--- config.mk ---
export PLATFORM = sky130hd
export DESIGN_NAME = mem_arbiter_flat
export DESIGN_NICKNAME = d
export VERILOG_FILES = /design/src/rtl/mem_arbiter_pkg.sv /design/src/rtl/mem_arbiter_if.sv /design/src/rtl/mem_arbiter.sv /design/src/flat_wrapper.sv
export SDC_FILE = /design/constraint.sdc
export NUM_CORES = 1
export LEC_CHECK = 0
export ABC_AREA = 1
export CAP_MARGIN = 20
export CORE_MARGIN = 3
export CORE_UTILIZATION = 40
export DETAILED_ROUTE_END_ITERATION = 10
export PLACE_DENSITY = 0.88
export SLEW_MARGIN = 10
export SYNTH_ARGS = -nofsm -noshare
export SYNTH_HDL_FRONTEND = slang
export SYNTH_SLANG_ARGS = --single-unit
--- constraint.sdc ---
create_clock -name clk_i -period 3.45 [get_ports clk_i]
set_input_delay 0.5175 -clock clk_i [delete_from_list [all_inputs] [get_ports clk_i]]
set_output_delay 0.5175 -clock clk_i [all_outputs]
set_load 0.005 [all_outputs]
--- src/rtl/mem_arbiter_pkg.sv ---
// rtl/mem_arbiter_pkg.sv - shared state encoding and constants for the fetch/data memory arbiter
package mem_arbiter_pkg;

    typedef enum logic [2:0] {
        ST_IDLE   = 3'd0,
        ST_I_REQ  = 3'd1,
        ST_I_WAIT = 3'd2,
        ST_I_DROP = 3'd3,
        ST_D_REQ  = 3'd4,
        ST_D_WAIT = 3'd5
    } arb_state_t;

    // Access code presented on the bus for instruction fetches (word access)
    localparam logic [3:0] FETCH_OP = 4'b0010;

endpackage

--- src/rtl/mem_arbiter_if.sv ---
// rtl/mem_arbiter_if.sv - fetch, data and shared-bus signals seen by the memory arbiter
interface mem_arbiter_if #(
    parameter int ADDR_WIDTH = 32,
    parameter int DATA_WIDTH = 32
);
    logic                  if_req_i;
    logic [ADDR_WIDTH-1:0] if_addr_i;
    logic [DATA_WIDTH-1:0] if_inst_o;
    logic                  if_valid_o;

    logic                  d_req_i;
    logic                  d_we_i;
    logic [3:0]            d_op_i;
    logic [ADDR_WIDTH-1:0] d_addr_i;
    logic [DATA_WIDTH-1:0] d_wdata_i;
    logic [DATA_WIDTH-1:0] d_rdata_o;
    logic                  d_valid_o;

    logic                  flush_i;
    logic                  stallreq_o;

    logic                  bus_req_o;
    logic                  bus_we_o;
    logic [3:0]            bus_op_o;
    logic [ADDR_WIDTH-1:0] bus_addr_o;
    logic [DATA_WIDTH-1:0] bus_wdata_o;
    logic                  bus_gnt_i;
    logic                  bus_rvalid_i;
    logic [DATA_WIDTH-1:0] bus_rdata_i;

    modport slave (
        input  if_req_i, if_addr_i, d_req_i, d_we_i, d_op_i, d_addr_i, d_wdata_i,
               flush_i, bus_gnt_i, bus_rvalid_i, bus_rdata_i,
        output if_inst_o, if_valid_o, d_rdata_o, d_valid_o, stallreq_o,
               bus_req_o, bus_we_o, bus_op_o, bus_addr_o, bus_wdata_o
    );

    modport master (
        output if_req_i, if_addr_i, d_req_i, d_we_i, d_op_i, d_addr_i, d_wdata_i,
               flush_i, bus_gnt_i, bus_rvalid_i, bus_rdata_i,
        input  if_inst_o, if_valid_o, d_rdata_o, d_valid_o, stallreq_o,
               bus_req_o, bus_we_o, bus_op_o, bus_addr_o, bus_wdata_o
    );
endinterface

--- src/rtl/mem_arbiter.sv ---
// rtl/mem_arbiter.sv - serialises instruction fetch and data accesses onto one memory bus
module mem_arbiter
    import mem_arbiter_pkg::*;
#(
    parameter int ADDR_WIDTH = 32,
    parameter int DATA_WIDTH = 32
) (
    input  logic         clk_i,
    input  logic         rst_i,
    mem_arbiter_if.slave arb
);

    arb_state_t            r_state;
    arb_state_t            w_next_state;
    logic                  r_last_d;
    logic                  r_bus_req;
    logic                  r_bus_we;
    logic [3:0]            r_bus_op;
    logic [ADDR_WIDTH-1:0] r_bus_addr;
    logic [DATA_WIDTH-1:0] r_bus_wdata;
    logic [DATA_WIDTH-1:0] r_if_inst;
    logic                  r_if_valid;
    logic [DATA_WIDTH-1:0] r_d_rdata;
    logic                  r_d_valid;

    logic w_d_cand;
    logic w_i_cand;
    logic w_sel_d;
    logic w_sel_i;
    logic w_bus_drop;
    logic w_i_done;
    logic w_d_done;

    // A requester completing this cycle still holds its old request; skip it once
    assign w_d_cand = arb.d_req_i  & ~r_d_valid;
    assign w_i_cand = arb.if_req_i & ~r_if_valid;

    always_ff @(posedge clk_i or negedge rst_i) begin
        if (!rst_i) begin
            r_state <= ST_IDLE;
        end else begin
            r_state <= w_next_state;
        end
    end

    always_comb begin
        w_next_state = r_state;
        w_sel_d      = 1'b0;
        w_sel_i      = 1'b0;
        w_bus_drop   = 1'b0;
        w_i_done     = 1'b0;
        w_d_done     = 1'b0;
        case (r_state)
            ST_IDLE: begin
                if (w_d_cand && (!w_i_cand || !r_last_d)) begin
                    w_sel_d      = 1'b1;
                    w_next_state = ST_D_REQ;
                end else if (w_i_cand) begin
                    w_sel_i      = 1'b1;
                    w_next_state = ST_I_REQ;
                end
            end
            ST_I_REQ: begin
                if (arb.flush_i) begin
                    w_bus_drop   = 1'b1;
                    w_next_state = arb.bus_gnt_i ? ST_I_DROP : ST_IDLE;
                end else if (arb.bus_gnt_i) begin
                    w_bus_drop   = 1'b1;
                    w_next_state = ST_I_WAIT;
                end
            end
            ST_I_WAIT: begin
                // A flush coinciding with the response simply discards it
                if (arb.bus_rvalid_i) begin
                    w_i_done     = ~arb.flush_i;
                    w_next_state = ST_IDLE;
                end else if (arb.flush_i) begin
                    w_next_state = ST_I_DROP;
                end
            end
            ST_I_DROP: begin
                if (arb.bus_rvalid_i) begin
                    w_next_state = ST_IDLE;
                end
            end
            ST_D_REQ: begin
                if (arb.bus_gnt_i) begin
                    w_bus_drop   = 1'b1;
                    w_next_state = ST_D_WAIT;
                end
            end
            ST_D_WAIT: begin
                if (arb.bus_rvalid_i) begin
                    w_d_done     = 1'b1;
                    w_next_state = ST_IDLE;
                end
            end
            default: w_next_state = ST_IDLE;
        endcase
    end

    always_ff @(posedge clk_i or negedge rst_i) begin
        if (!rst_i) begin
            r_last_d    <= 1'b0;
            r_bus_req   <= 1'b0;
            r_bus_we    <= 1'b0;
            r_bus_op    <= '0;
            r_bus_addr  <= '0;
            r_bus_wdata <= '0;
            r_if_inst   <= '0;
            r_if_valid  <= 1'b0;
            r_d_rdata   <= '0;
            r_d_valid   <= 1'b0;
        end else begin
            r_if_valid <= w_i_done;
            r_d_valid  <= w_d_done;
            if (w_sel_d) begin
                r_bus_req   <= 1'b1;
                r_bus_we    <= arb.d_we_i;
                r_bus_op    <= arb.d_op_i;
                r_bus_addr  <= arb.d_addr_i;
                r_bus_wdata <= arb.d_wdata_i;
            end else if (w_sel_i) begin
                r_bus_req   <= 1'b1;
                r_bus_we    <= 1'b0;
                r_bus_op    <= FETCH_OP;
                r_bus_addr  <= arb.if_addr_i;
                r_bus_wdata <= '0;
            end else if (w_bus_drop) begin
                r_bus_req   <= 1'b0;
            end
            if (w_i_done) begin
                r_if_inst <= arb.bus_rdata_i;
                r_last_d  <= 1'b0;
            end
            if (w_d_done) begin
                r_d_rdata <= r_bus_we ? '0 : arb.bus_rdata_i;
                r_last_d  <= 1'b1;
            end
        end
    end

    assign arb.bus_req_o   = r_bus_req;
    assign arb.bus_we_o    = r_bus_we;
    assign arb.bus_op_o    = r_bus_op;
    assign arb.bus_addr_o  = r_bus_addr;
    assign arb.bus_wdata_o = r_bus_wdata;
    assign arb.if_inst_o   = r_if_inst;
    assign arb.if_valid_o  = r_if_valid;
    assign arb.d_rdata_o   = r_d_rdata;
    assign arb.d_valid_o   = r_d_valid;
    assign arb.stallreq_o  = (arb.d_req_i & ~r_d_valid) | (arb.if_req_i & ~r_if_valid)
                           | (r_state == ST_I_DROP);

endmodule

--- src/flat_wrapper.sv ---
// flat-port wrapper written by rule: the top's interface ports become plain ports
module mem_arbiter_flat import mem_arbiter_pkg::*;
#(
    parameter int ADDR_WIDTH = 32,
    parameter int DATA_WIDTH = 32
)
  (clk_i, rst_i, arb_if_req_i, arb_if_addr_i, arb_d_req_i, arb_d_we_i, arb_d_op_i, arb_d_addr_i, arb_d_wdata_i, arb_flush_i, arb_bus_gnt_i, arb_bus_rvalid_i, arb_bus_rdata_i, arb_if_inst_o, arb_if_valid_o, arb_d_rdata_o, arb_d_valid_o, arb_stallreq_o, arb_bus_req_o, arb_bus_we_o, arb_bus_op_o, arb_bus_addr_o, arb_bus_wdata_o);
  mem_arbiter_if #(.ADDR_WIDTH(ADDR_WIDTH), .DATA_WIDTH(DATA_WIDTH)) arb_i ();
  input  logic clk_i;
  input  logic rst_i;
  input wire logic [$bits(arb_i.if_req_i)-1:0] arb_if_req_i;
  input wire logic [$bits(arb_i.if_addr_i)-1:0] arb_if_addr_i;
  input wire logic [$bits(arb_i.d_req_i)-1:0] arb_d_req_i;
  input wire logic [$bits(arb_i.d_we_i)-1:0] arb_d_we_i;
  input wire logic [$bits(arb_i.d_op_i)-1:0] arb_d_op_i;
  input wire logic [$bits(arb_i.d_addr_i)-1:0] arb_d_addr_i;
  input wire logic [$bits(arb_i.d_wdata_i)-1:0] arb_d_wdata_i;
  input wire logic [$bits(arb_i.flush_i)-1:0] arb_flush_i;
  input wire logic [$bits(arb_i.bus_gnt_i)-1:0] arb_bus_gnt_i;
  input wire logic [$bits(arb_i.bus_rvalid_i)-1:0] arb_bus_rvalid_i;
  input wire logic [$bits(arb_i.bus_rdata_i)-1:0] arb_bus_rdata_i;
  output wire logic [$bits(arb_i.if_inst_o)-1:0] arb_if_inst_o;
  output wire logic [$bits(arb_i.if_valid_o)-1:0] arb_if_valid_o;
  output wire logic [$bits(arb_i.d_rdata_o)-1:0] arb_d_rdata_o;
  output wire logic [$bits(arb_i.d_valid_o)-1:0] arb_d_valid_o;
  output wire logic [$bits(arb_i.stallreq_o)-1:0] arb_stallreq_o;
  output wire logic [$bits(arb_i.bus_req_o)-1:0] arb_bus_req_o;
  output wire logic [$bits(arb_i.bus_we_o)-1:0] arb_bus_we_o;
  output wire logic [$bits(arb_i.bus_op_o)-1:0] arb_bus_op_o;
  output wire logic [$bits(arb_i.bus_addr_o)-1:0] arb_bus_addr_o;
  output wire logic [$bits(arb_i.bus_wdata_o)-1:0] arb_bus_wdata_o;
  assign arb_i.if_req_i = arb_if_req_i;
  assign arb_i.if_addr_i = arb_if_addr_i;
  assign arb_i.d_req_i = arb_d_req_i;
  assign arb_i.d_we_i = arb_d_we_i;
  assign arb_i.d_op_i = arb_d_op_i;
  assign arb_i.d_addr_i = arb_d_addr_i;
  assign arb_i.d_wdata_i = arb_d_wdata_i;
  assign arb_i.flush_i = arb_flush_i;
  assign arb_i.bus_gnt_i = arb_bus_gnt_i;
  assign arb_i.bus_rvalid_i = arb_bus_rvalid_i;
  assign arb_i.bus_rdata_i = arb_bus_rdata_i;
  assign arb_if_inst_o = arb_i.if_inst_o;
  assign arb_if_valid_o = arb_i.if_valid_o;
  assign arb_d_rdata_o = arb_i.d_rdata_o;
  assign arb_d_valid_o = arb_i.d_valid_o;
  assign arb_stallreq_o = arb_i.stallreq_o;
  assign arb_bus_req_o = arb_i.bus_req_o;
  assign arb_bus_we_o = arb_i.bus_we_o;
  assign arb_bus_op_o = arb_i.bus_op_o;
  assign arb_bus_addr_o = arb_i.bus_addr_o;
  assign arb_bus_wdata_o = arb_i.bus_wdata_o;
  mem_arbiter #(.ADDR_WIDTH(ADDR_WIDTH), .DATA_WIDTH(DATA_WIDTH)) u_core (.clk_i(clk_i), .rst_i(rst_i), .arb(arb_i));
endmodule
; Word-level counts from Yosys, hierarchy flattened
; Index checks and enable logic that the tools add are counted.
[totals]
regBits = 140
latch_bits = 0
ram_bits = 0
romBits = 0
out_inout_bits = 137
n_memories = 0
[op_classes]
addsub = 0
n_mul = 0
div = 0
n_lt_le_gt_ge = 0
n_eq_ne = 10
shift = 0
muxes = 36
n_bitwise = 7
reduce_logical = 10
[op_table]
columns = cell, count
row1 = $mux 32, 5
row2 = $mux 3, 8
row3 = $mux 1, 18
row4 = $pmux 3 s5, 1
row5 = $mux 4, 2
row6 = $eq 3x2->1 const B, 2
row7 = $eq 3x3->1 const B, 2
row8 = $ne 3x3->1 const B, 2
row9 = $reduce_and 5->1, 1
row10 = $reduce_bool 2->1, 2
row11 = $eq 3x1->1 const B, 1
row12 = $logic_not 3->1, 1
row13 = $ne 3x1->1 const B, 1
row14 = $not 1->1, 3
row15 = $reduce_bool 3->1, 1
row16 = $and 1x1->1, 2
row17 = $logic_not 1->1, 2
row18 = $mux 2, 1
row19 = $ne 2x1->1 const B, 1
row20 = $ne 2x2->1 const B, 1
row21 = $or 1x1->1, 2
row22 = $pmux 1 s2, 1
row23 = $reduce_or 2->1, 1
row24 = $logic_and 1x1->1, 1
row25 = $logic_or 1x1->1, 1

; Logic depth before layout (Yosys ltp)
; Gate-level depths: netlist (run 1).
[logic_depth]
ltp_word = 9
depth_mapped = 8
ltp_nobuf = 8

; Worst setup path before layout (run 1)
; OpenSTA, ideal clock, no wires.
[synth_timing]
path_kind = in2reg
from = input port arb_d_req_i
to = register u_core.r_bus_wdata[10], in the netlist u_core.arb.bus_wdata_o[10]
setup_ns = 0.121
arrival_ns = 1.329
setup_slack_ns = 2.000
path_stages = 7
path_buffers = 2
path_cell_list = nand2_1 inv_1 nand2_1 nor2_2 buf_4 buf_4 a22o_1
[synth_via]
elab_chain_cells = 5
word_cells_on_any_way = 8
[synth_rtl]
columns = element, line_no
row1 = start: declaration, flat_wrapper.sv:13  ; input wire logic [$bits(arb_i.d_req_i)-1:0] arb_d_req_i;
row2 = $and 1x1->1 *, mem_arbiter.sv:35  ; assign w_d_cand = arb.d_req_i & ~r_d_valid;
row3 = $logic_and 1x1->1 *, mem_arbiter.sv:55  ; if (w_d_cand && (!w_i_cand || !r_last_d)) begin
row4 = $mux 1, mem_arbiter.sv:55
row5 = $mux 1, mem_arbiter.sv:53  ; case (r_state)
row6 = $mux 32 or $reduce_bool 2->1 (tied branches), n/a
row7 = end signal: assignment, mem_arbiter.sv:122  ; r_bus_wdata <= arb.d_wdata_i;
row8 = end: declaration, mem_arbiter.sv:20  ; logic [DATA_WIDTH-1:0] r_bus_wdata;
; Mark *: on every way between the ends. The rest lies on a longest branch, timed or not.
; A chain may end at the register's enable or synchronous reset.

; Worst setup path after layout (run 1)
[layout_timing]
from = input port arb_if_req_i
to = output port arb_stallreq_o
[layout_via]
elab_chain_cells = 3
[layout_rtl]
columns = element, line_no
row1 = start: declaration, flat_wrapper.sv:11  ; input wire logic [$bits(arb_i.if_req_i)-1:0] arb_if_req_i;
row2 = $and 1x1->1, mem_arbiter.sv:152  ; assign arb.stallreq_o = (arb.d_req_i & ~r_d_valid) | (arb.if_req_i & ~r_if_valid)
row3 = $or 1x1->1, mem_arbiter.sv:152
row4 = $or 1x1->1, mem_arbiter.sv:153  ; | (r_state == ST_I_DROP);
row5 = end: declaration, flat_wrapper.sv:26  ; output wire logic [$bits(arb_i.stallreq_o)-1:0] arb_stallreq_o;
; Every way passes these cells.

==> reports/qor.yml, run 1 <==
reg2reg_to: "u_core.arb.bus_addr_o[1]$_DFFE_PN0P_"
crit_arrival_ns: 1.81
path_clk_slew_ns: 0.06
dieArea_um2: 16300
cts_htree_levels: 4
cts_buffer_depth: 2
maxCapViolations: 0
synth.distinct_cells: 25
crit_path_start: "arb_if_req_i"
synth_area_um2: 5910
grt_pass1_wl_um: 27900
die_w_um: 128
antenna_found_initial: 1
synthAdderAreaFrac: 0
r2r_cells: 6
setup-tns-final_ns: 0
synth_ff_type: "dfrtp_1"
hold_viol: 0
start_util: 0.418
die_h_um: 128
yosysWarnings: 0
syn_inst: 580
routedWlPerCell_um: 16.9
synthArstFlopShare: 1.00
grt_use_total: 0.217
cts_buffers: 17
insertion_delay_ns: 0.42
powerDensity_nw_per_um2: 862
grt_max_degree: 83
fin_total_pwr_mw: 8.09
synth-xor-area-share: 0
critPathKind: "input pin to output pin"
reg2reg_from: "u_core.r_state[2]$_DFFE_PN0P_"
multiInputGateArea_um2: 1980
cts_resized: 0
wirelength_um: 17500
ctsHoldBuffers: 0
fin_crit_ns: 2.33
syn-num-nets: 720
endpoint: "arb_stallreq_o"
avgSynthCellArea_um2: 10.2
path_max_fanout: 4
hold_path.class: "input pin to async pin"
grt_pass1_vias: 5311
synth-simple-area-share: 0.127
fin_crit_sh: 0.675
post_cts_buffers: 0
via_count: 5237
drt-pass1-iter-count: 5
setup_violations: 0
final_cell_mix: "clkdlybuf4s50_1 (275), dfrtp_1 (140), nand2_1 (117)"
ios: 277
rsz0062_at_grt: "false"
worst_pin_slew_ns: 0.787
synth_edf_count: 0
drt_iter0_markers: 298
fin_skew_ns: 0.00748
io_buffers: 276
yosysSeqAreaShare: 0.593
relSlewSlack: 0.475
regArea_um2: 3500
synth_top_family_by_area: "compound AO/OA/AOI/OAI gates"
place_congestion: 0.835
final_max_slew_viol_count: 0
drc_errors: 0
grt-ovfl-total: 0
crit_path_start_kind: "input pin"
drive_gt1_frac: 0.101
critPathRequiredTime_ns: 2.93
ys_seq_elements: 140
power.leakage_nw: 4.23
final_common_cell: "clkdlybuf4s50_1"
ir_drop_uv: 435
layout.nets: 985
area_growth_pct: 58.9
max_freq_ghz: 0.429
dp_hpwl_um: 12400
status: "finished clean"
cts_tree: "yes"
endpoint_kind: "output pin"
viasPerCell: 5.05
fillerInstances: 1088
coreArea_um2: 14100
num_rows: 43
synth_compound_area_frac: 0.207
clock_sinks: 140
reg2reg_slack_ns: 1.58
num_antenna_cells: 0
cts-root-buf: "clkbuf_16"
synth_mux_area_frac: 0
detail-route-antenna-nets: 0
-- worst min-delay path by stage --
stage	start	endpoint	slack, ns
floorplan	rst_i	u_core.arb.bus_addr_o[0]$_DFFE_PN0P_	0.22
global placement	u_core.arb.if_inst_o[2]$_DFFE_PN0P_	u_core.arb.if_inst_o[2]$_DFFE_PN0P_	0.46
detailed placement	u_core.arb.if_inst_o[3]$_DFFE_PN0P_	u_core.arb.if_inst_o[3]$_DFFE_PN0P_	0.47
CTS	rst_i	u_core.arb.d_rdata_o[15]$_DFFE_PN0P_	0.17
global route	rst_i	u_core.arb.if_inst_o[11]$_DFFE_PN0P_	0.19
finish	rst_i	u_core.arb.if_inst_o[13]$_DFFE_PN0P_	0.13
-- synthesized netlist by cell type, types with 8 or more instances --
| cell | n | area, µm² |
|---|---|---|
| dfrtp_1 | 140 | 3500 |
| nand2_1 | 117 | 439 |
| nor2_1 | 46 | 173 |
| inv_1 | 44 | 165 |
| o21ai_0 | 44 | 220 |
| o21ai_1 | 37 | 185 |
| a22o_1 | 36 | 315 |
| o21ai_2 | 20 | 175 |
| o31ai_2 | 17 | 213 |
| o31ai_1 | 15 | 113 |
| buf_2 | 14 | 70.1 |
| nand3_1 | 10 | 50.1 |
| buf_6 | 9 | 101 |
| clkbuf_1 | 8 | 30.0 |
-- critical path: stages --
cell,delay (ns)
clkdlybuf4s50_1,0.47
nand2_1,0.05
nand2_1,0.14
inv_1,0.05
o21ai_0,0.06
clkdlybuf4s50_1,0.52
-- state kept, by name, summed over array words and instances, names as in the netlist, 3 cells and up --
signal and count:
u_core.arb.if_inst_o 32, u_core.arb.bus_op_o 4, u_core.arb.bus_addr_o 32, u_core.arb.d_rdata_o 32
u_core.r_state 3, u_core.arb.bus_wdata_o 32
-- stage by stage --
stage	utilization	hold WS (ns)	worst slack [ns]	instances	cell area, µm²
after global routing	0.664	0.192	1.01	1038	9390
after global placement	0.619	0.463	1.14	1006	8750
after floorplan	-	0.222	2.00	580	5910
after CTS	0.664	0.171	1.12	1038	9390
final	0.664	0.126	1.12	1038	9390
after detailed placement	0.619	0.470	1.11	1006	8750
-- final cells by class --
class / instances / share of cell area
Clock inverter: 11 / 0.0202
Inverter: 49 / 0.0196
Clock buffer: 21 / 0.0479
Sequential cell: 140 / 0.373
Tap cell: 180 / 0.0240
Timing Repair Buffer: 284 / 0.305
Multi-Input combinational cell: 353 / 0.211
-- routing by layer --
layer	wire length, µm	vias to the layer above	GRT usage
met5	11	-	0
met4	308	2	0.0674
met3	1820	26	0.0903
met2	8630	231	0.361
met1	6730	2505	0.259
li1	-	2473	-
-- power by group --
group	internal [mW]	switching [mW]	leakage (nW)
registers	2.36	0.423	1.78
clock network	1.30	0.687	0.311
logic	1.89	1.43	2.14
-- logic make-up (layout without fill, tap and decap cells) --
group	Yosys count	after routing
simple gates	183	183
buf+inv	87	365
compound gates	170	170
flops	140	140
Note: power is estimated with default switching activity, not from simulation.
==> inputs of run 2 (changes only) <==
- CORE_UTILIZATION: 40 -> 37
- PLACE_DENSITY: 0.88 -> 0.86
- clock period: 3.45 -> 2.1 ns (I/O delays scaled with it)
==> run 2 against run 1 <==
  * Die area up 7.7%
  * Flip-flop and latch count unchanged
  * Combinational power rose by 70%
  * First-iteration DRC count down 31%
  * Critical path depth is 5 lower
  * Worst hold slack improved by 0.27 ns
  * Largest cell class unchanged
  * Highest routed layer is now met4
==> reports/qor.yml, run 2 (same netlist as run 1, synthesis figures left out) <==
start_util: 0.383
endpoint_kind: "output pin"
detail-route-antenna-nets: 0
routedWlPerCell_um: 16.4
setup_ws_ns: 0.411
relSlewSlack: 0.686
final_max_slew_viol_count: 0
clock_sinks: 140
drive_gt1_frac: 0.112
cp_slowest_stage_delay_ns: 0.61
grt_use_total: 0.201
area_growth_pct: 60.7
final_cell_mix: "clkdlybuf4s50_1 (274), dfrtp_1 (138), nand2_1 (116)"
drt-pass1-iter-count: 4
wirelength_um: 17600
fillerInstances: 1264
fin_crit_sh: 0.804
dpl_worst_slack_ns: 0.171
setup-tns-final_ns: 0
cts_htree_levels: 4
num_rows: 45
cts_buffer_depth: 2
grt-ovfl-total: 0
ios: 277
cpMaxStageDelayCell: "clkdlybuf4s50_1"
ir_drop_uv: 699
cts_tree: "yes"
grt_max_degree: 66
setup_violations: 0
hold_path.class: "input pin to async pin"
powerDensity_nw_per_um2: 1390
dpl-instance-area_um2: 8900
die_h_um: 132
via_count: 5233
crit_arrival_ns: 1.37
insertion_delay_ns: 0.41
final_common_cell: "clkdlybuf4s50_1"
coreArea_um2: 15400
path_buf_inv: 1
status: "finished clean"
maxCapViolations: 0
antenna_found_initial: 0
die_w_um: 132
hold_viol: 0
cts_buffers: 17
design_area_um2: 9500
grt_pass1_wl_um: 28200
critPathRequiredTime_ns: 1.78
post_cts_buffers: 0
worst_pin_slew_ns: 0.471
cp_top_family: "buffers and inverters"
dp_hpwl_um: 12800
critPathKind: "register to output pin"
max_freq_ghz: 0.592
place_congestion: 0.822
fin_crit_ns: 1.69
io_buffers: 276
fin_skew_ns: 0.00695
path_clk_slew_ns: 0.06
path_max_fanout: 2
dieArea_um2: 17500
grt_pass1_vias: 5369
num_antenna_cells: 0
viasPerCell: 4.87
drc_errors: 0
rsz0062_at_grt: "false"
layout.nets: 990
crit_path_start_kind: "register"
drt_iter0_markers: 206
power.leakage_nw: 4.25
worstPathCellList: "clkdlybuf4s50_1"
cts-root-buf: "clkbuf_16"
-- run 2: worst paths after layout --
check	startpoint	endpoint	slack, ns	cells after the start
hold / removal	rst_i	u_core.arb.d_rdata_o[7]$_DFFE_PN0P_	0.40	2
min in group clk_i	arb_bus_rdata_i[9]	u_core.arb.if_inst_o[9]$_DFFE_PN0P_	0.48	3
max in group asynchronous	rst_i	u_core.arb.bus_wdata_o[20]$_DFFE_PN0P_	1.06	3
setup reg to reg	u_core.r_state[2]$_DFFE_PN0P_	u_core.arb.bus_wdata_o[20]$_DFFE_PN0P_	0.50	6
setup / recovery	u_core.arb.bus_wdata_o[29]$_DFFE_PN0P_	arb_bus_wdata_o[29]	0.41	1
hold reg to reg	u_core.arb.d_rdata_o[8]$_DFFE_PN0P_	u_core.arb.d_rdata_o[8]$_DFFE_PN0P_	0.48	2
-- run 2: metrics by stage --
stage	hold slack [ns]	total power [mW]	util	cells
2_1_floorplan	0.0194	6.91	-	580
3_3_place_gp	0.280	10.1	0.577	1041
3_5_place_dp	0.277	10.3	0.577	1041
4_1_cts	0.409	13.3	0.615	1074
5_1_grt	0.417	14.0	0.616	1074
6_report	0.398	13.2	0.616	1074
-- run 2: area by class of cell --
cell class | instances | area, µm² | share of cell area
repair buffers | 289 | 2980 | 0.314
clock buffers | 18 | 439 | 0.0462
flip-flops and latches | 140 | 3510 | 0.369
well taps | 211 | 264 | 0.0278
clock inverters | 14 | 144 | 0.0151
multi-input cells | 353 | 1980 | 0.209
inverters | 49 | 184 | 0.0194
-- run 2: power breakdown --
group	total, mW	internal, mW	switching, mW	leakage [nW]
Combinational	5.65	3.24	2.41	2.19
Sequential	4.56	3.88	0.680	1.78
Clock	2.95	1.78	1.17	0.286
-- run 2: repair_timing --
| item | in CTS | in global routing |
|---|---|---|
| setup endpoints to repair | 0 | 1 |
| endpoints found under the hold margin | 45 | 0 |
| hold buffers | 1 | 0 |
| resized for setup | 0 | 4 |
-- run 2: per-layer routing --
| metal | track usage | up-vias | share of wire |
|---|---|---|---|
| met3 | 0.0935 | 19 | 0.10 |
| met4 | 0.0462 | 0 | 0.013 |
| met2 | 0.336 | 246 | 0.49 |
| li1 | - | 2489 | - |
| met1 | 0.236 | 2479 | 0.40 |
| met5 | 0 | - | 0 |
==> inputs of run 3 (changes only) <==
- clock period: 2.1 -> 1.4 ns (I/O delays scaled with it)
==> run 3 against run 2 <==
  * The run now ends with setup timing left
  * Die area stayed put
  * Clock skew is 0.0017 ns higher
  * Highest routed layer unchanged
  * Critical path depth is 7 higher
  * First-iteration DRC count is 49% higher
==> reports/qor.yml, run 3 (same netlist as run 1, synthesis figures left out) <==
grt_max_degree: 54
rsz0062_at_grt: "true"
start_util: 0.383
path_buf_inv: 3
max_freq_ghz: 0.629
clock_sinks: 140
cts_buffers: 17
power.leakage_nw: 5.24
critPathRequiredTime_ns: 1.73
status: "finished with violations"
drt_iter0_markers: 306
drt-pass1-iter-count: 5
path_max_fanout: 8
drive_gt1_frac: 0.262
insertion_delay_ns: 0.41
routedWlPerCell_um: 19.6
setup_ws_ns: -0.191
grt_use_total: 0.221
fin_crit_sh: 1.14
place_congestion: 0.821
ir_drop_uv: 1040
fillerInstances: 1096
final_cell_mix: "dfrtp_1 (139), clkdlybuf4s50_1 (138), dlygate4sd2_1 (135)"
crit_path_start_kind: "register"
coreArea_um2: 15400
cts_htree_levels: 4
path_clk_slew_ns: 0.06
fin_crit_ns: 1.59
critPathKind: "register to register"
viasPerCell: 5.01
violations: "setup timing"
relSlewSlack: 0.762
layout.nets: 1062
wirelength_um: 22500
io_buffers: 276
via_count: 5739
maxCapViolations: 0
setup_violations: 136
dp_hpwl_um: 13400
final_max_slew_viol_count: 0
cts-root-buf: "clkbuf_16"
worstPathCellList: "nor2_2 -> nand2_2 -> buf_6 -> nor2_4 -> buf_6 -> clkbuf_16 -> nor2_2 -> o21ai_1"
whs_ns: 0.275
multiInputGateArea_um2: 2340
die_w_um: 132
setup-tns-final_ns: -16.30
drc_errors: 0
hold_viol: 0
grt_pass1_vias: 5751
num_rows: 45
worst_pin_slew_ns: 0.356
endpoint_kind: "register"
die_h_um: 132
ios: 277
cpMaxStageDelayCell: "dfrtp_1"
num_antenna_cells: 0
grt-ovfl-total: 0
regArea_um2: 3500
cp_top_family: "simple AND/OR/NAND/NOR gates"
cp_slowest_stage_delay_ns: 0.42
area_growth_pct: 80.8
crit_arrival_ns: 1.92
cts_tree: "yes"
powerDensity_nw_per_um2: 2020
hold_path.class: "input pin to async pin"
detail-route-antenna-nets: 0
final_common_cell: "dfrtp_1"
fin_skew_ns: 0.00862
dieArea_um2: 17500
grt_pass1_wl_um: 30700
antenna_found_initial: 0
cts_buffer_depth: 2
==> run 3: changes by cell type in the layout (fill, tap and decap cells not counted), moves of 18 or more <==
cell	previous run	this run
o21ai_2	20	41
clkdlybuf4s50_1	274	138
nand2_1	116	91
buf_4	3	41
nand2_2	3	21
nor2_1	46	28
dlygate4sd2_1	0	135
==> run 3: final timing paths <==
kind                                                            start  cells past startpoint  slack, ns                               endpoint
max in group asynchronous                                       rst_i                      3       0.56  u_core.arb.bus_addr_o[26]$_DFFE_PN0P_
worst min register to register  u_core.arb.bus_addr_o[22]$_DFFE_PN0P_                      2       0.48  u_core.arb.bus_addr_o[22]$_DFFE_PN0P_
worst min-delay path                                            rst_i                      2       0.28   u_core.arb.d_rdata_o[31]$_DFFE_PN0P_
worst max-delay path                    u_core.r_state[1]$_DFFE_PN0P_                      8      -0.19  u_core.arb.bus_addr_o[26]$_DFFE_PN0P_
worst max register to register          u_core.r_state[1]$_DFFE_PN0P_                      8      -0.19  u_core.arb.bus_addr_o[26]$_DFFE_PN0P_
min in group clk_i                                 arb_bus_rdata_i[8]                      3       0.37    u_core.arb.if_inst_o[8]$_DFFE_PN0P_
==> run 3: worst register-to-register path: stages (launching register included) <==
cell	delay (ns)
dfrtp_1	0.42
nor2_2	0.16
nand2_2	0.11
buf_6	0.14
nor2_4	0.18
buf_6	0.17
clkbuf_16	0.18
nor2_2	0.04
o21ai_1	0.12
==> run 3: routing by layer <==
layer / global-route usage / vias to the layer above / share of wire
li1: - / 2637 / -
met1: 0.262 / 2787 / 0.37
met2: 0.384 / 272 / 0.52
met3: 0.0744 / 43 / 0.083
met4: 0.0629 / 0 / 0.025
met5: 0 / - / 0
==> run 3: area by class of cell <==
cell class / count / share of cell area
clock buffer: 18 / 0.0402
clock inverter: 14 / 0.0150
inverter: 49 / 0.0196
multi-input combinational: 353 / 0.219
sequential: 140 / 0.328
tap: 211 / 0.0247
timing repair buffer: 361 / 0.354
==> run 3: power breakdown <==
part / leakage, nW / internal [mW] / switching (mW)
Sequential: 1.78 / 5.82 / 1.08
Clock: 0.268 / 2.66 / 1.87
Combinational: 3.20 / 5.43 / 4.69
Total: 5.24 / 13.9 / 7.64
==> run 3: what timing repair did <==
| item | in CTS | in global routing |
|---|---|---|
| hold buffers | 1 | 0 |
| setup buffers | 13 | 15 |
| gates resized for setup | 173 | 111 |
| pin swaps | 6 | 24 |
| hold endpoints to repair | 27 | 0 |
| endpoints found under the setup margin | 270 | 139 |
| cloned | 5 | 17 |
==> run 3: metrics by stage <==
stage,cell area (µm²),power (mW),util,worst slack (ns),cells
after floorplan,5910,10.4,-,0.0361,580
after global placement,9090,15.5,0.589,-0.315,1065
after detailed placement,9090,15.8,0.589,-0.351,1065
after CTS,9860,19.5,0.639,-0.145,1116
after global routing,10700,22.7,0.693,-0.248,1146
final,10700,21.6,0.693,-0.191,1146
